### src/rtl/vga_timing_pkg.sv
// Shared timing constants, derived totals and controller state type for the
// 640x480@60 Hz VGA raster. Optional build macro: VGA_PIXEL_PREFETCH_EN.
package vga_timing_pkg;

   localparam int DEF_H_ACTIVE = 640;
   localparam int DEF_H_FP     = 16;
   localparam int DEF_H_SYNC   = 96;
   localparam int DEF_H_BP     = 48;
   localparam int DEF_V_ACTIVE = 480;
   localparam int DEF_V_FP     = 10;
   localparam int DEF_V_SYNC   = 2;
   localparam int DEF_V_BP     = 33;

   localparam int DEF_H_TOTAL      = DEF_H_ACTIVE + DEF_H_FP + DEF_H_SYNC + DEF_H_BP;
   localparam int DEF_V_TOTAL      = DEF_V_ACTIVE + DEF_V_FP + DEF_V_SYNC + DEF_V_BP;
   localparam int DEF_H_SYNC_START = DEF_H_ACTIVE + DEF_H_FP;
   localparam int DEF_H_SYNC_END   = DEF_H_SYNC_START + DEF_H_SYNC - 1;
   localparam int DEF_V_SYNC_START = DEF_V_ACTIVE + DEF_V_FP;
   localparam int DEF_V_SYNC_END   = DEF_V_SYNC_START + DEF_V_SYNC - 1;

   localparam int H_COUNT_W = 10;
   localparam int V_COUNT_W = 16;

   typedef enum logic [1:0] {
      IDLE    = 2'd0,
      ACQUIRE = 2'd1,
      RUN     = 2'd2,
      DRAIN   = 2'd3
   } state_t;

   // Inclusive range test used by the sync decoders.
   function automatic logic in_range16(input logic [15:0] value,
                                       input logic [15:0] lo,
                                       input logic [15:0] hi);
      return (value >= lo) && (value <= hi);
   endfunction

endpackage

### src/rtl/vga_timing_controller_if.sv
// Bundle between the timing controller, the external vertical counter and
// the pixel generator. The master side is the timing controller.
interface vga_timing_controller_if;

   logic        display_en;
   logic [15:0] v_count_value;
   logic        enable_v_counter;
   logic [9:0]  h_count;
   logic        hsync;
   logic        vsync;
   logic        video_on;
   logic [9:0]  pixel_x;
   logic [9:0]  pixel_y;
   logic        frame_start;
   logic        locked;

   modport master (
      input  display_en,
      input  v_count_value,
      output enable_v_counter,
      output h_count,
      output hsync,
      output vsync,
      output video_on,
      output pixel_x,
      output pixel_y,
      output frame_start,
      output locked
   );

   modport slave (
      output display_en,
      output v_count_value,
      input  enable_v_counter,
      input  h_count,
      input  hsync,
      input  vsync,
      input  video_on,
      input  pixel_x,
      input  pixel_y,
      input  frame_start,
      input  locked
   );

endinterface

### src/rtl/vga_timing_controller_horizontal_counter.sv
// Free-running 0..TOTAL-1 pixel counter with a line-end strobe decoded
// straight from the count flop.
module horizontal_counter
   import vga_timing_pkg::*;
#(
   parameter int TOTAL = DEF_H_TOTAL
) (
   input  logic                 clk,
   input  logic                 srst,
   output logic [H_COUNT_W-1:0] count,
   output logic                 line_end
);

   localparam logic [H_COUNT_W-1:0] LAST = H_COUNT_W'(TOTAL - 1);

   logic [H_COUNT_W-1:0] count_reg;
   logic [H_COUNT_W-1:0] count_next;

   always_comb begin
      count_next = (count_reg == LAST) ? '0 : count_reg + 1'b1;
   end

   always_ff @(posedge clk) begin
      if (srst) begin
         count_reg <= '0;
      end else begin
         count_reg <= count_next;
      end
   end

   assign count    = count_reg;
   assign line_end = (count_reg == LAST);

endmodule

### src/rtl/vga_timing_controller.sv
// VGA raster sequencer: owns the h counter, strobes the external v counter
// and decodes registered sync/blank/coordinates. Macro: VGA_PIXEL_PREFETCH_EN.
module vga_timing_controller
   import vga_timing_pkg::*;
#(
   parameter int H_ACTIVE = DEF_H_ACTIVE,
   parameter int H_FP     = DEF_H_FP,
   parameter int H_SYNC   = DEF_H_SYNC,
   parameter int H_BP     = DEF_H_BP,
   parameter int V_ACTIVE = DEF_V_ACTIVE,
   parameter int V_FP     = DEF_V_FP,
   parameter int V_SYNC   = DEF_V_SYNC,
   parameter int V_BP     = DEF_V_BP
) (
   input  logic                    clk_25Mhz,
   input  logic                    rst,
   vga_timing_controller_if.master vga
);

   localparam int H_TOTAL = H_ACTIVE + H_FP + H_SYNC + H_BP;
   localparam int V_TOTAL = V_ACTIVE + V_FP + V_SYNC + V_BP;

   localparam logic [H_COUNT_W-1:0] H_ACT_LIM  = H_COUNT_W'(H_ACTIVE);
   localparam logic [H_COUNT_W-1:0] HS_START   = H_COUNT_W'(H_ACTIVE + H_FP);
   localparam logic [H_COUNT_W-1:0] HS_END     = H_COUNT_W'(H_ACTIVE + H_FP + H_SYNC - 1);
   localparam logic [V_COUNT_W-1:0] V_ACT_LIM  = V_COUNT_W'(V_ACTIVE);
   localparam logic [V_COUNT_W-1:0] VS_START   = V_COUNT_W'(V_ACTIVE + V_FP);
   localparam logic [V_COUNT_W-1:0] VS_END     = V_COUNT_W'(V_ACTIVE + V_FP + V_SYNC - 1);
   localparam logic [V_COUNT_W-1:0] V_LAST     = V_COUNT_W'(V_TOTAL - 1);

   logic [H_COUNT_W-1:0] h_count;
   logic                 line_end;
   logic [V_COUNT_W-1:0] v_count;
   logic                 frame_end;

   state_t               state_reg;
   state_t               state_next;

   logic                 hsync_reg;
   logic                 vsync_reg;
   logic                 video_on_reg;
   logic [9:0]           pixel_x_reg;
   logic [9:0]           pixel_y_reg;
   logic                 frame_start_reg;
   logic                 locked_reg;

   logic                 run_now;
   logic                 active_now;
   logic                 hs_low_now;
   logic                 vs_low_now;
   logic                 frame_origin_now;

   horizontal_counter #(
      .TOTAL (H_TOTAL)
   ) u_horizontal_counter (
      .clk      (clk_25Mhz),
      .srst     (rst),
      .count    (h_count),
      .line_end (line_end)
   );

   assign v_count   = vga.v_count_value;
   assign frame_end = line_end && (v_count == V_LAST);

   // Mid-frame display_en changes are ignored in RUN; only the last line's wrap samples it.
   always_comb begin
      state_next = state_reg;
      unique case (state_reg)
         IDLE:    if (vga.display_en)                  state_next = ACQUIRE;
         ACQUIRE: if (frame_end)                       state_next = RUN;
         RUN:     if (frame_end && !vga.display_en)    state_next = DRAIN;
         DRAIN:   if (line_end)                        state_next = IDLE;
         default:                                      state_next = IDLE;
      endcase
   end

   // Out-of-range v values fall outside every active/sync window and so read as blanking.
   always_comb begin
      run_now          = (state_reg == RUN);
      active_now       = run_now && (h_count < H_ACT_LIM) && (v_count < V_ACT_LIM);
      hs_low_now       = run_now && (h_count >= HS_START) && (h_count <= HS_END);
      vs_low_now       = run_now && in_range16(v_count, VS_START, VS_END);
      frame_origin_now = run_now && (h_count == '0) && (v_count == '0);
   end

`ifdef VGA_PIXEL_PREFETCH_EN
   logic [H_COUNT_W-1:0] h_next;
   logic [V_COUNT_W-1:0] v_next;
   logic                 active_next;

   // Predict where the counters land after this edge so a registered BRAM
   // read launched now returns data aligned with video_on.
   always_comb begin
      h_next      = line_end ? '0 : h_count + 1'b1;
      v_next      = v_count;
      if (line_end && (state_reg != IDLE)) begin
         v_next = (v_count == V_LAST) ? '0 : v_count + 1'b1;
      end
      active_next = (state_next == RUN) && (h_next < H_ACT_LIM) && (v_next < V_ACT_LIM);
   end
`endif

   always_ff @(posedge clk_25Mhz) begin
      if (rst) begin
         state_reg       <= IDLE;
         hsync_reg       <= 1'b1;
         vsync_reg       <= 1'b1;
         video_on_reg    <= 1'b0;
         pixel_x_reg     <= '0;
         pixel_y_reg     <= '0;
         frame_start_reg <= 1'b0;
         locked_reg      <= 1'b0;
      end else begin
         state_reg       <= state_next;
         hsync_reg       <= !hs_low_now;
         vsync_reg       <= !vs_low_now;
         video_on_reg    <= active_now;
         frame_start_reg <= frame_origin_now;
         locked_reg      <= run_now;
`ifdef VGA_PIXEL_PREFETCH_EN
         pixel_x_reg     <= active_next ? h_next       : '0;
         pixel_y_reg     <= active_next ? v_next[9:0]  : '0;
`else
         pixel_x_reg     <= active_now  ? h_count      : '0;
         pixel_y_reg     <= active_now  ? v_count[9:0] : '0;
`endif
      end
   end

   assign vga.enable_v_counter = line_end && (state_reg != IDLE);
   assign vga.h_count          = h_count;
   assign vga.hsync            = hsync_reg;
   assign vga.vsync            = vsync_reg;
   assign vga.video_on         = video_on_reg;
   assign vga.pixel_x          = pixel_x_reg;
   assign vga.pixel_y          = pixel_y_reg;
   assign vga.frame_start      = frame_start_reg;
   assign vga.locked           = locked_reg;

endmodule
### src/flat_wrapper.sv
// flat-port wrapper written by rule: the top's interface ports become plain ports
module vga_timing_controller_flat import vga_timing_pkg::*;
#(
   parameter int H_ACTIVE = DEF_H_ACTIVE,
   parameter int H_FP     = DEF_H_FP,
   parameter int H_SYNC   = DEF_H_SYNC,
   parameter int H_BP     = DEF_H_BP,
   parameter int V_ACTIVE = DEF_V_ACTIVE,
   parameter int V_FP     = DEF_V_FP,
   parameter int V_SYNC   = DEF_V_SYNC,
   parameter int V_BP     = DEF_V_BP
)
  (clk_25Mhz, rst, vga_display_en, vga_v_count_value, vga_enable_v_counter, vga_h_count, vga_hsync, vga_vsync, vga_video_on, vga_pixel_x, vga_pixel_y, vga_frame_start, vga_locked);
  vga_timing_controller_if vga_i ();
  input  logic clk_25Mhz;
  input  logic rst;
  input wire logic [$bits(vga_i.display_en)-1:0] vga_display_en;
  input wire logic [$bits(vga_i.v_count_value)-1:0] vga_v_count_value;
  output wire logic [$bits(vga_i.enable_v_counter)-1:0] vga_enable_v_counter;
  output wire logic [$bits(vga_i.h_count)-1:0] vga_h_count;
  output wire logic [$bits(vga_i.hsync)-1:0] vga_hsync;
  output wire logic [$bits(vga_i.vsync)-1:0] vga_vsync;
  output wire logic [$bits(vga_i.video_on)-1:0] vga_video_on;
  output wire logic [$bits(vga_i.pixel_x)-1:0] vga_pixel_x;
  output wire logic [$bits(vga_i.pixel_y)-1:0] vga_pixel_y;
  output wire logic [$bits(vga_i.frame_start)-1:0] vga_frame_start;
  output wire logic [$bits(vga_i.locked)-1:0] vga_locked;
  assign vga_i.display_en = vga_display_en;
  assign vga_i.v_count_value = vga_v_count_value;
  assign vga_enable_v_counter = vga_i.enable_v_counter;
  assign vga_h_count = vga_i.h_count;
  assign vga_hsync = vga_i.hsync;
  assign vga_vsync = vga_i.vsync;
  assign vga_video_on = vga_i.video_on;
  assign vga_pixel_x = vga_i.pixel_x;
  assign vga_pixel_y = vga_i.pixel_y;
  assign vga_frame_start = vga_i.frame_start;
  assign vga_locked = vga_i.locked;
  vga_timing_controller #(.H_ACTIVE(H_ACTIVE), .H_FP(H_FP), .H_SYNC(H_SYNC), .H_BP(H_BP), .V_ACTIVE(V_ACTIVE), .V_FP(V_FP), .V_SYNC(V_SYNC), .V_BP(V_BP)) u_core (.clk_25Mhz(clk_25Mhz), .rst(rst), .vga(vga_i));
endmodule
### config.mk
export PLATFORM = sky130hd
export DESIGN_NAME = vga_timing_controller_flat
export DESIGN_NICKNAME = d
export VERILOG_FILES = /design/src/rtl/vga_timing_pkg.sv /design/src/rtl/vga_timing_controller_if.sv /design/src/rtl/vga_timing_controller_horizontal_counter.sv /design/src/rtl/vga_timing_controller.sv /design/src/flat_wrapper.sv
export SDC_FILE = /design/constraint.sdc
export NUM_CORES = 1
export LEC_CHECK = 0
export ABC_AREA = 0
export BUFFER_PORTS_ARGS = -buffer_cell sky130_fd_sc_hd__buf_2
export CELL_PAD_IN_SITES_DETAIL_PLACEMENT = 0
export CELL_PAD_IN_SITES_GLOBAL_PLACEMENT = 1
export CORE_UTILIZATION = 33
export CTS_BUF_LIST = sky130_fd_sc_hd__clkbuf_2
export DETAILED_ROUTE_END_ITERATION = 8
export HOLD_SLACK_MARGIN = 0.08
export PLACE_DENSITY_LB_ADDON = 0.1
export RECOVER_POWER = 25
export SLEW_MARGIN = 20
export SYNTH_ARGS = -nofsm -noshare
export SYNTH_HDL_FRONTEND = slang
export SYNTH_SLANG_ARGS = --single-unit
### constraint.sdc
create_clock -name clk_25Mhz -period 1.93 [get_ports clk_25Mhz]
set_input_delay 0.0965 -clock clk_25Mhz [delete_from_list [all_inputs] [get_ports clk_25Mhz]]
set_output_delay 0.0965 -clock clk_25Mhz [all_outputs]
set_load 0.005 [all_outputs]
Word level (Yosys, flattened, before mapping)
Cells that the tools add are included.

operators by class
  add/subtract/negate cells = 1
  order comparisons = 6
  equal/unequal tests = 9
  multiplexer cells = 5
  bitwise gates (word level) = 1
  reductions and logical operators = 21

operators by type and width
  cell                                                                                number
  16-bit by 10-bit == test with 1-bit output (second input constant)                  1
  16-bit by 9-bit >= comparator with 1-bit output (second input constant)             1
  16-bit by 9-bit less-or-equal comparator with 1-bit output (second input constant)  1
  16-bit zero test                                                                    1
  16-bit by 9-bit less-than comparator with 1-bit output (second input constant)      1
  1-bit logical AND                                                                   11
  10-bit by 1-bit adder with 10-bit output (second input constant)                    1
  10-bit == test (second input constant)                                              1
  10-bit >= comparator (second input constant)                                        1
  10-bit less-or-equal comparator (second input constant)                             1
  10-bit zero test                                                                    1
  10-bit less-than comparator (second input constant)                                 1
  2-bit two-way mux                                                                   4
  2-bit case mux with 4 select lines                                                  1
  2-bit == test (second input constant)                                               2
  2-bit by 1-bit != test with 1-bit output (second input constant)                    2
  2-bit != test (second input constant)                                               2
  4-bit AND reduction                                                                 1
  2-bit OR reduction                                                                  2
  1-bit zero test                                                                     3
  2-bit by 1-bit == test with 1-bit output (second input constant)                    1
  2-bit zero test                                                                     1
  2-bit nonzero test                                                                  1
  1-bit inverter                                                                      1

storage, ports and cells
  register bits = 37
  input port bits = 19

Depth between registers and ports, before layout
  word-level depth = 5
  gate-level depth with buffers = 7
  mapped depth without buffers = 7

By module
Synthesis repeated with hierarchy kept, for this count alone.

second synthesis, totals
  cells, all modules = 149
  area total of the unflattened synthesis = 1438.9 µm²

modules (own cells, without submodules)
  module                 times used  cells each  area an instance (µm²)  seq. area each (µm²)
  vga_timing_controller  1           99          992.2                   540.5
  horizontal_counter     1           50          446.7                   200.2

Worst setup path before layout
Ideal clock, no wire load.

  path kind = register to register
  start = register u_core.u_horizontal_counter.count_reg[0], in the netlist u_core.u_horizontal_counter.count[0]
  end = register u_core.state_reg[1]
  library setup time = 72 ps
  arrival = 1790 ps
  data required time = 1858 ps
  path slack = 68 ps
  stages on the path, launching flop included = 8
  buffers on the path = 1
  clock period less this slack = 1862 ps
  cell sequence = dfxtp_1 ha_1 and3_1 clkbuf_2 o21bai_1 or4_1 o2bb2ai_2 mux2i_1

between the ends
  word-level cells in the longest chain between the ends = 5

ends and longest elaborated chain
  item                             line                                            source
  from (decl)                      vga_timing_controller_horizontal_counter.sv:16  logic [H_COUNT_W-1:0] count_reg;
  from (signal assigned)           vga_timing_controller_horizontal_counter.sv:27  count_reg <= count_next;
  10-bit == test *                 vga_timing_controller_horizontal_counter.sv:32  assign line_end = (count_reg == LAST);
  1-bit logical AND                vga_timing_controller.sv:63                     assign frame_end = line_end && (v_count == V_LAST);
  1-bit logical AND                vga_timing_controller.sv:71                     RUN: if (frame_end && !vga.display_en) state_next = DRAIN;
  2-bit != test (no line)          --
  4-bit AND reduction (no line) *  --
  to (signal assigned)             vga_timing_controller.sv:114                    state_reg <= state_next;
  to (decl)                        vga_timing_controller.sv:36                     state_t state_reg;

Mark *: on every way between the ends. The rest lies on a longest branch, timed or not.
A chain may end at the register's enable or synchronous reset.

Final worst setup path
  start = register u_core.state_reg[1]
  end = register u_core.state_reg[1]

between the ends
  word-level cells in the longest chain between the ends = 3

ends and longest elaborated chain
  item                                                                                        line                         source
  2-bit == test (tied with other cells)                                                       vga_timing_controller.sv:68  unique case (state_reg)
  2-bit != test (no line) / 2-bit by 1-bit != test with 1-bit output (equally long branches)  --
  4-bit AND reduction (no line)                                                               --

Parallel ways exist; a longest one is shown, timed or not.

==> run_results.csv <==
group,metric,value,unit
placed_design,port_buffers,54,
floorplan,io_pins,55,
critical_path,cp-startpoint,"u_core.state_reg[1]$_SDFFE_PP0P_",
sta,fmaxAchievable,0.553,GHz
routing,vias_per_cell,4.55,
critical_path,end_kind,"register",
routing,wire_per_inst,11.8,um
sta,fin_ws,0.121,ns
finish,area_growth,42.8,%
synth,synth_fp_nets,170,
clocking,cts.sink_count,37,
synth,synth_top_family_by_area,"simple AND/OR/NAND/NOR gates",
grt,grt_pass1_vias,1147,
critical_path,path_class,"reg2reg",
critical_path,cp_top_family,"simple AND/OR/NAND/NOR gates",
synth,synth.avg_cell_area,9.77,um2
synth,syn_area,1420,um2
critical_path,max_stage_delay,0.53,ns
sta,setup_tns,0,ns
sta,rsz0062_at_grt,"false",
outcome,status,"completed",
placed_design,finalWeightedCongestion,0.766,
floorplan,rows,23,
routing,remaining_drc_errors,0,
synth,netlist_instances,145,
finish,final_area,2020,um2
synth,yosysWarnings,0,
floorplan,die_w,67.5,um
routing,firstDrtPassIters,4,
synth,ys_seq_elements,37,
critical_path,crit_slowest_cell,"or4_1",
critical_path,cp_max_fo,2,
critical_path,crit_chain,"inv_2 > ha_2 > nor2b_4 > o21bai_1 > or4_1 > o2bb2ai_2 > mux2i_1",
grt,overflow,0,
synth,synth_compound_area_frac,0.0442,
sta,drv_slew,0,
sta,min_period_over_period,0.937,
placed_design,place_hpwl,2.48,mm
routing,drt_iter0_drc,71,
run,cap_viol_max_count,0,
power,total_leakage_power,0.948,nW
hold_path,hold_start,"vga_v_count_value[11]",
sta,fin_skew,0.0145,ns
synth,muxShareOfSynthArea,0.00707,
floorplan,start_util,0.349,
synth,ys_seq_area_frac,0.523,
sta,setup_viol,0,
clocking,cts_tree,"done",
placed_design,dpl_cell_area,1810,um2
sta,finalCriticalPeriod,1.81,ns
floorplan,die_height,67.5,um
routing,vias,1265,
clocking,cts-htree-levels,2,
finish,final_util,0.499,
grt,grt_max_degree,21,
clocking,cts_buffer_depth,2,
synth,synth-xor-area-share,0.0495,
clocking,clk_latency,0.37,ns
finish,antennaDiodeCount,0,
critical_path,r2r-start,"u_core.state_reg[1]$_SDFFE_PP0P_",
floorplan,core,4060,um2
grt,track_usage,0.152,
critical_path,critPathLaunchType,"register",
floorplan,die_area,4560,um2
grt,antenna_found_initial,0,
synth,synthSimpleGateAreaFrac,0.279,
synth,synthAdderAreaFrac,0.0530,
finish,nFillCells,403,
placed_design,placed_cells,255,
finish,fin_cells,278,
clocking,cts_root_buffer,"clkbuf_2",
sta,finalHoldViolCount,0,
power,power.density,747,nW/um2
grt,grt_pass1_wl,5.03,mm
clocking,numCtsBuffers,5,
hold_path,worstHoldPathType,"in2reg",
routing,ant_nets,0,
routing,wirelength,3.27,mm
finish,nNetsFinal,252,
clocking,clk_pin_slew_worst_paths,0.19,ns
critical_path,critPathBufInv,1,
critical_path,critPathArrivalTime,2.11,ns
placed_design,post-place-ws,-0.0501,ns
power,vdd_ir_drop_max,429,uV
critical_path,worst-endpoint-required,2.23,ns
finish,layout-drive-gt1-share,0.373,
synth,synth_cell_types,32,
logic make-up after synthesis:
family                   Yosys count
buffers and inverters             13
flip-flops                        37
multiplexers                       1
adder cells (fa/ha/maj)            6
AO/OA/AOI/OAI                      8
AND/OR/NAND/NOR                   71
other                              1
XOR/XNOR                           8
cells in the mapped netlist, drive strengths merged:
master | instances | area share
inv | 8 | 0.021
nand4 | 4 | 0.018
dfxtp | 37 | 0.52
nand3 | 5 | 0.018
ha | 6 | 0.053
and2 | 19 | 0.084
o21a | 1 | 0.0053
a21oi | 1 | 0.0035
o21ai | 1 | 0.0035
clkbuf | 3 | 0.0088
and4b | 1 | 0.0071
xnor2 | 3 | 0.019
conb | 1 | 0.0026
buf | 2 | 0.011
nor2 | 16 | 0.042
a211oi | 2 | 0.011
o21bai | 1 | 0.0053
nand2b | 4 | 0.018
and3 | 3 | 0.013
nor2b | 1 | 0.0044
o2bb2ai | 1 | 0.011
mux2i | 1 | 0.0071
xor2 | 5 | 0.031
nor4 | 4 | 0.022
nand3b | 1 | 0.0053
nor3 | 3 | 0.011
or4 | 4 | 0.021
nand2 | 6 | 0.016
o31ai | 1 | 0.0053
per-stage QoR:
step | hold WS, ns | power (mW)
global placement | 0.324 | 1.08
CTS | 0.180 | 1.49
floorplan | 0.169 | 1.00
detailed placement | 0.321 | 1.09
finish | 0.188 | 1.51
global route | 0.191 | 1.61
worst min-delay path, delay by kind of cell:
kind          cells  cell delay (ns)
simple gates      4             0.37
buf+inv           1             0.07
per-layer routing:
layer / GRT usage / vias to the layer above / routed length (um)
met5: 0 / - / 0
met4: 0.0718 / 0 / 27
met3: 0.0422 / 4 / 185
met2: 0.241 / 37 / 1540
met1: 0.187 / 581 / 1520
li1: - / 643 / -
layout by cell type (no fill, tap or decap), types with 2 or more instances in the layout:
cell type	count
nand2b_1	4
buf_2	49
xor2_1	5
and2_1	19
nand3_1	5
buf_4	14
nor3_1	3
dfxtp_1	34
clkbuf_1	5
nand2_1	6
nand4_1	4
or4_1	4
dfxtp_2	3
inv_2	2
xnor2_1	3
dlygate4sd3_1	12
clkbuf_2	5
and3_1	2
ha_2	3
inv_1	6
ha_1	3
nor4_2	3
nor2_1	16
power breakdown:
part | total, mW | switching (mW) | internal [mW] | leakage [nW]
Combinational | 0.357 | 0.154 | 0.203 | 0.617
Clock | 0.341 | 0.255 | 0.0858 | 0.0304
Sequential | 0.814 | 0.0155 | 0.798 | 0.300
what timing repair did:
item	in CTS	in global routing
buffers inserted	2	1
endpoints found under the hold margin	17	0
gates resized for setup	2	11
pin swaps	0	3
hold buffers	12	0
endpoints found under the setup margin	1	3
path summary, 6_finish.rpt:
kind / to / slack [ns] / depth (start not counted)
worst max-delay path: u_core.state_reg[1]$_SDFFE_PP0P_ / 0.12 / 7
worst min-delay path: u_core.vga.frame_start$_SDFF_PP0_ / 0.19 / 5
worst max register to register: u_core.state_reg[1]$_SDFFE_PP0P_ / 0.12 / 7
worst min register to register: u_core.vga.pixel_x[3]$_SDFF_PP0_ / 0.53 / 1
final cells by class:
cell class                      instances  area [um2]  share of cell area
Clock buffer                            5        25.0              0.0124
Clock inverter                          3        17.5             0.00866
Inverter                                8        30.0              0.0148
Multi-Input combinational cell         95         654               0.323
Sequential cell                        37         744               0.368
Tap cell                               50        62.6              0.0309
Timing Repair Buffer                   80         489               0.242
No activity file was read; power rests on OpenSTA's default activity.
